<file path="config.mk">
export PLATFORM = sky130hd
export DESIGN_NAME = multi_prescaler_flat
export DESIGN_NICKNAME = d
export VERILOG_FILES = /design/src/rtl/multi_prescaler_if.sv /design/src/rtl/multi_prescaler.sv /design/src/flat_wrapper.sv
export SDC_FILE = /design/constraint.sdc
export NUM_CORES = 1
export LEC_CHECK = 0
export ABC_CLOCK_PERIOD_IN_PS = 3170
export BUFFER_PORTS_ARGS = -buffer_cell sky130_fd_sc_hd__buf_4
export CORE_ASPECT_RATIO = 1.5
export CORE_MARGIN = 2
export CORE_UTILIZATION = 60
export CTS_CLUSTER_DIAMETER = 40
export DETAILED_ROUTE_END_ITERATION = 12
export GPL_ROUTABILITY_DRIVEN = 0
export PLACE_DENSITY = 0.79
export SYNTH_ARGS = -nofsm -noshare
export SYNTH_HDL_FRONTEND = slang
export SYNTH_SLANG_ARGS = --single-unit
</file>
<file path="constraint.sdc">
create_clock -name clk -period 3.17 [get_ports clk]
set_input_delay 0.1585 -clock clk [delete_from_list [all_inputs] [get_ports clk]]
set_output_delay 0.1585 -clock clk [all_outputs]
set_load 0.01 [all_outputs]
</file>
<file path="src/rtl/multi_prescaler_if.sv">
// Control and tick/done bundle for multi_prescaler.
// The master side drives enables, modes and period writes; the slave side returns ticks and done flags.
interface multi_prescaler_if #(
    parameter int unsigned CHANNELS  = 4,
    parameter int unsigned CNT_WIDTH = 16
);
    logic [CHANNELS-1:0]  en;
    logic [CHANNELS-1:0]  mode;
    logic                 sync_clr;
    logic                 period_wr;
    logic [3:0]           period_sel;
    logic [CNT_WIDTH-1:0] period_data;
    logic [CHANNELS-1:0]  tick;
    logic [CHANNELS-1:0]  done;

    modport master (
        output en, mode, sync_clr, period_wr, period_sel, period_data,
        input  tick, done
    );

    modport slave (
        input  en, mode, sync_clr, period_wr, period_sel, period_data,
        output tick, done
    );
endinterface

</file>
<file path="src/rtl/multi_prescaler.sv">
// Multi-channel programmable tick generator: each channel ticks every period+1 cycles,
// free-running or one-shot, with runtime period writes and a shared counter restart.
module multi_prescaler #(
    parameter int unsigned          CHANNELS       = 4,
    parameter int unsigned          CNT_WIDTH      = 16,
    parameter logic [CNT_WIDTH-1:0] DEFAULT_PERIOD = CNT_WIDTH'(50000)
) (
    input  logic               clk,
    input  logic               rst,
    multi_prescaler_if.slave   bus
);

    for (genvar c = 0; c < CHANNELS; c++) begin : g_ch
        localparam logic [3:0] SEL = 4'(c);

        logic [CNT_WIDTH-1:0] cnt;
        logic [CNT_WIDTH-1:0] period;
        logic                 tick_q;
        logic                 done_q;

        always_ff @(posedge clk) begin
            if (rst) begin
                cnt    <= '0;
                period <= DEFAULT_PERIOD;
                tick_q <= 1'b0;
                done_q <= 1'b0;
            end else begin
                // Selects outside 0..CHANNELS-1 match no channel and are dropped.
                if (bus.period_wr && bus.period_sel == SEL) begin
                    period <= bus.period_data;
                end

                if (!bus.en[c]) begin
                    cnt    <= '0;
                    tick_q <= 1'b0;
                    done_q <= 1'b0;
                end else if (bus.sync_clr) begin
                    cnt    <= '0;
                    tick_q <= 1'b0;
                end else if (bus.mode[c] && done_q) begin
                    tick_q <= 1'b0;
                end else if (cnt < period) begin
                    cnt    <= cnt + 1'b1;
                    tick_q <= 1'b0;
                    // A halted one-shot switched to periodic lands here and drops done.
                    done_q <= 1'b0;
                end else begin
                    cnt    <= '0;
                    tick_q <= 1'b1;
                    done_q <= bus.mode[c];
                end
            end
        end

        assign bus.tick[c] = tick_q;
        assign bus.done[c] = done_q;
    end

endmodule

</file>
<file path="src/flat_wrapper.sv">
// flat-port wrapper written by rule: the top's interface ports become plain ports
module multi_prescaler_flat 
#(
    parameter int unsigned          CHANNELS       = 4,
    parameter int unsigned          CNT_WIDTH      = 16,
    parameter logic [CNT_WIDTH-1:0] DEFAULT_PERIOD = CNT_WIDTH'(50000)
)
  (clk, rst, bus_en, bus_mode, bus_sync_clr, bus_period_wr, bus_period_sel, bus_period_data, bus_tick, bus_done);
  multi_prescaler_if #(.CHANNELS(CHANNELS), .CNT_WIDTH(CNT_WIDTH)) bus_i ();
  input  logic clk;
  input  logic rst;
  input wire logic [$bits(bus_i.en)-1:0] bus_en;
  input wire logic [$bits(bus_i.mode)-1:0] bus_mode;
  input wire logic [$bits(bus_i.sync_clr)-1:0] bus_sync_clr;
  input wire logic [$bits(bus_i.period_wr)-1:0] bus_period_wr;
  input wire logic [$bits(bus_i.period_sel)-1:0] bus_period_sel;
  input wire logic [$bits(bus_i.period_data)-1:0] bus_period_data;
  output wire logic [$bits(bus_i.tick)-1:0] bus_tick;
  output wire logic [$bits(bus_i.done)-1:0] bus_done;
  assign bus_i.en = bus_en;
  assign bus_i.mode = bus_mode;
  assign bus_i.sync_clr = bus_sync_clr;
  assign bus_i.period_wr = bus_period_wr;
  assign bus_i.period_sel = bus_period_sel;
  assign bus_i.period_data = bus_period_data;
  assign bus_tick = bus_i.tick;
  assign bus_done = bus_i.done;
  multi_prescaler #(.CHANNELS(CHANNELS), .CNT_WIDTH(CNT_WIDTH), .DEFAULT_PERIOD(DEFAULT_PERIOD)) u_core (.clk(clk), .rst(rst), .bus(bus_i));
endmodule
</file>
==> metrics.md <==
| Metric | Value |
|---|---|
| LEAKAGE | `3.11 nW` |
| Final wirelength | `16700 microns` |
| # setup viols final | `0` |
| Relative slew margins | `30.1%` |
| Final Cell Area | `7910 sq um` |
| Area of the multi-input gates | `3800 sq um` |
| Worst ir drop on vdd | `386 uV` |
| Nets@finish | `961` |
| Worst Setup End Kind | `flop` |
| Sink Count | `136` |
| Min-Delay Path Depth | `3` |
| WL met2 | `8740 microns` |
| Unrepaired setup endpoints after global routing | `false` |
| Critical R2R Launch | `u_core.g_ch[1].period[15]$_SDFFE_PP1P_` |
| Critical path class | `flop to flop` |
| Core ar. | `11400 sq um` |
| Final Hold Viols | `0` |
| CP max FO | `16` |
| Setup bufs post-CTS | `0` |
| H-tree depth | `4` |
| Vias | `5996` |
| Die H | `136 microns` |
| Critical Path AT | `2.81 ns` |
| Worst slack, placed | `0.734 ns` |
| Worst Reg-to-Reg Cells | `7` |
| Top FF cell, synth | `dfxtp_1` |
| Post-Syn Area | `6960 sq um` |
| Final slew viol count | `0` |
| EDFF count, synth | `0` |
| Global-route wire length before repair | `27500 microns` |
| Ports | `40` |
| Antenna Nets Post-Route | `0` |
| Reg-to-reg endpoint | `u_core.g_ch[1].tick_q$_SDFF_PP0_` |
| WL met3 | `589 microns` |
| Dpl cell area | `7300 sq um` |
| Inserted Diodes | `0` |
| Filler cells | `923` |
| Actual slew at the worst max-slew pin | `1.05 ns` |
| FMAX | `406 MHz` |
| Final HPWL DP | `12100 microns` |
| CP Cell Sequence | `inv_1, ha_1, nand4_1, or3_1, or4_4, a32oi_4, nor2b_1` |
| All-Layer GR Usage | `27.6%` |
| Drt wl/cell | `16.2 microns` |
| Power after layout | `0.00393 W` |
| Max clock buf depth | `2` |
| Root buffer cell | `clkbuf_16` |
| Port Buffers | `39` |
| Synth Warn # | `0` |
| Post-Synthesis Cells | `841` |
| DRC | `0` |
| Register-to-register setup slack | `0.71 ns` |
| Slowest stage delay, CP | `0.52 ns` |
| Tcrit/Tclk final | `77.7%` |
| Starting Density | `61.0%` |
| Setup_tns | `0 ns` |
| Vias in the first global route | `5944` |
| Rows | `48` |
| Fin Clk Skew | `0.00710 ns` |
| Met1 WL | `6750 microns` |
| Status | `finished, final reports clean` |
| Worst hold path startpoint | `bus_period_data[2]` |
| Total gr overflow | `0` |
| Share of post-route cells with drive strength above 1 | `9.45%` |
| Critical path required time | `3.52 ns` |
| Post-synth net total | `937` |
| Minimum clock period | `2.46 ns` |
| Clock slew at reported path FFs | `0.06 ns` |
| Uppermost layer routed | `met4` |
| DRT Pass-1 Iters | `5` |
| Most frequent cells in the layout | `nand2_1 (156), dfxtp_1 (136), inv_1 (69)` |
| Register area share after synthesis | `39.1%` |
| Post-route setup slack | `0.706 ns` |
| Most common cell after layout, fill and taps aside | `nand2_1` |
| Die width | `91.9 microns` |
| HP Class | `input port to flop` |
| Number of gates resized after cts | `0` |
| Vias/cell | `5.83` |
| Initial antenna violation count | `0` |
| Cell with the largest stage delay on the worst path | `a32oi_4` |
| P&R area growth vs syn | `13.6%` |
| Post-synth cell types | `48` |
| Asr flop ratio synth | `0%` |
| DRT iter0 DRCs | `360` |
| Seq cells post-synth | `136` |
| Hold Path End | `u_core.g_ch[0].period[2]$_SDFFE_PP0P_` |
| Crit start category | `flop` |
| Fin Hold WS | `0.0189 ns` |
| CTS buffer count | `17` |
| Power per cell area | `497 nW/um^2` |
| CTS tree | `built` |
| Syn avg cell area | `8.28 sq um` |
| Pin count of the biggest net entering global routing | `43` |
| Reg area | `2720 sq um` |
| CTS Hold Bufs | `0` |
| Die footprint | `12500 sq um` |
| Clk_lat worst skew | `0.42 ns` |
| Max Cap Viol | `0` |
-- how the worst max path moves through the flow --
stage	from	to	slack, ns	cells after the start
after floorplan	u_core.g_ch[1].period[15]$_SDFFE_PP1P_	u_core.g_ch[1].cnt[10]$_SDFFE_PP0N_	0.95	8
final	u_core.g_ch[1].period[15]$_SDFFE_PP1P_	u_core.g_ch[1].tick_q$_SDFF_PP0_	0.71	7
after global routing	u_core.g_ch[1].period[15]$_SDFFE_PP1P_	u_core.g_ch[1].tick_q$_SDFF_PP0_	0.61	7
after global placement	u_core.g_ch[1].period[15]$_SDFFE_PP1P_	u_core.g_ch[1].tick_q$_SDFF_PP0_	0.76	7
after CTS	u_core.g_ch[1].period[15]$_SDFFE_PP1P_	u_core.g_ch[1].tick_q$_SDFF_PP0_	0.72	7
after detailed placement	u_core.g_ch[1].period[15]$_SDFFE_PP1P_	u_core.g_ch[1].tick_q$_SDFF_PP0_	0.73	7
-- cell type report --
cell class / count / area share [%]
Tap cell: 150 / 2.37
Multi-Input combinational cell: 598 / 48.1
Clock buffer: 19 / 5.60
Inverter: 69 / 3.28
Timing Repair Buffer: 43 / 4.08
Clock inverter: 13 / 2.12
Sequential cell: 136 / 34.4
-- per-stage QoR --
step	utilization, %	cells
after floorplan	-	841
after global placement	63.9	996
after detailed placement	63.9	996
after CTS	69.3	1028
after global routing	69.3	1028
final	69.3	1028
-- where the power goes --
part | switching (W) | internal (W)
logic | 0.0000944 | 0.0000529
registers | 0.00000911 | 0.00173
clock network | 0.000778 | 0.00127
total | 0.000881 | 0.00304
-- layer usage --
metal / vias up / global-route usage, %
met5: - / 0
met4: 0 / 14.8
met3: 44 / 4.71
met2: 146 / 49.0
met1: 2869 / 31.4
li1: 2937 / -
-- state kept, by name, summed over array words and instances (netlist names) --
register / cells
u_core.g_ch.cnt: 64
u_core.g_ch.done_q: 4
u_core.g_ch.period: 64
u_core.g_ch.tick_q: 4
-- cells by family (layout without fill, tap and decap cells) --
family / Yosys count / count (layout) / synth area share (%)
xor+xnor: 56 / 56 / 7.05
flops: 136 / 136 / 39.1
simple gates: 325 / 325 / 21.2
compound gates: 152 / 152 / 14.7
mux: 1 / 1 / 0.144
buf+inv: 107 / 144 / 6.31
fa+ha+maj: 64 / 64 / 11.5
-- cells in the mapped netlist, types with 3 or more instances --
cell	n	share of area, %
o21ai_0	11	0.79
xnor2_1	28	3.5
o2111ai_1	3	0.38
or3_1	3	0.27
nand2b_1	6	0.54
inv_1	69	3.7
nand3_1	17	1.2
o31ai_1	3	0.32
nand4_1	21	1.9
and2_1	7	0.63
nand2_1	156	8.4
dfxtp_1	136	39
and4_1	9	1.1
a21oi_1	60	4.3
a211oi_1	17	1.8
nor2_1	53	2.9
a21o_1	3	0.32
xor2_1	28	3.5
ha_1	64	12
buf_4	8	0.86
a31oi_1	3	0.27
clkbuf_1	28	1.5
and3_1	12	1.1
nor3_1	34	2.4
a221oi_1	4	0.50
o211ai_1	30	3.2
-- critical path: cells and delay by family (launching register included) --
kind                       cells  cell delay, ns
DFF                            1            0.30
buffers and inverters          1            0.06
adders and majority gates      1            0.32
AOI/OAI and AO/OA              1            0.52
and+or+nand+nor                4            1.20
Note: power is estimated with default switching activity, not from simulation.
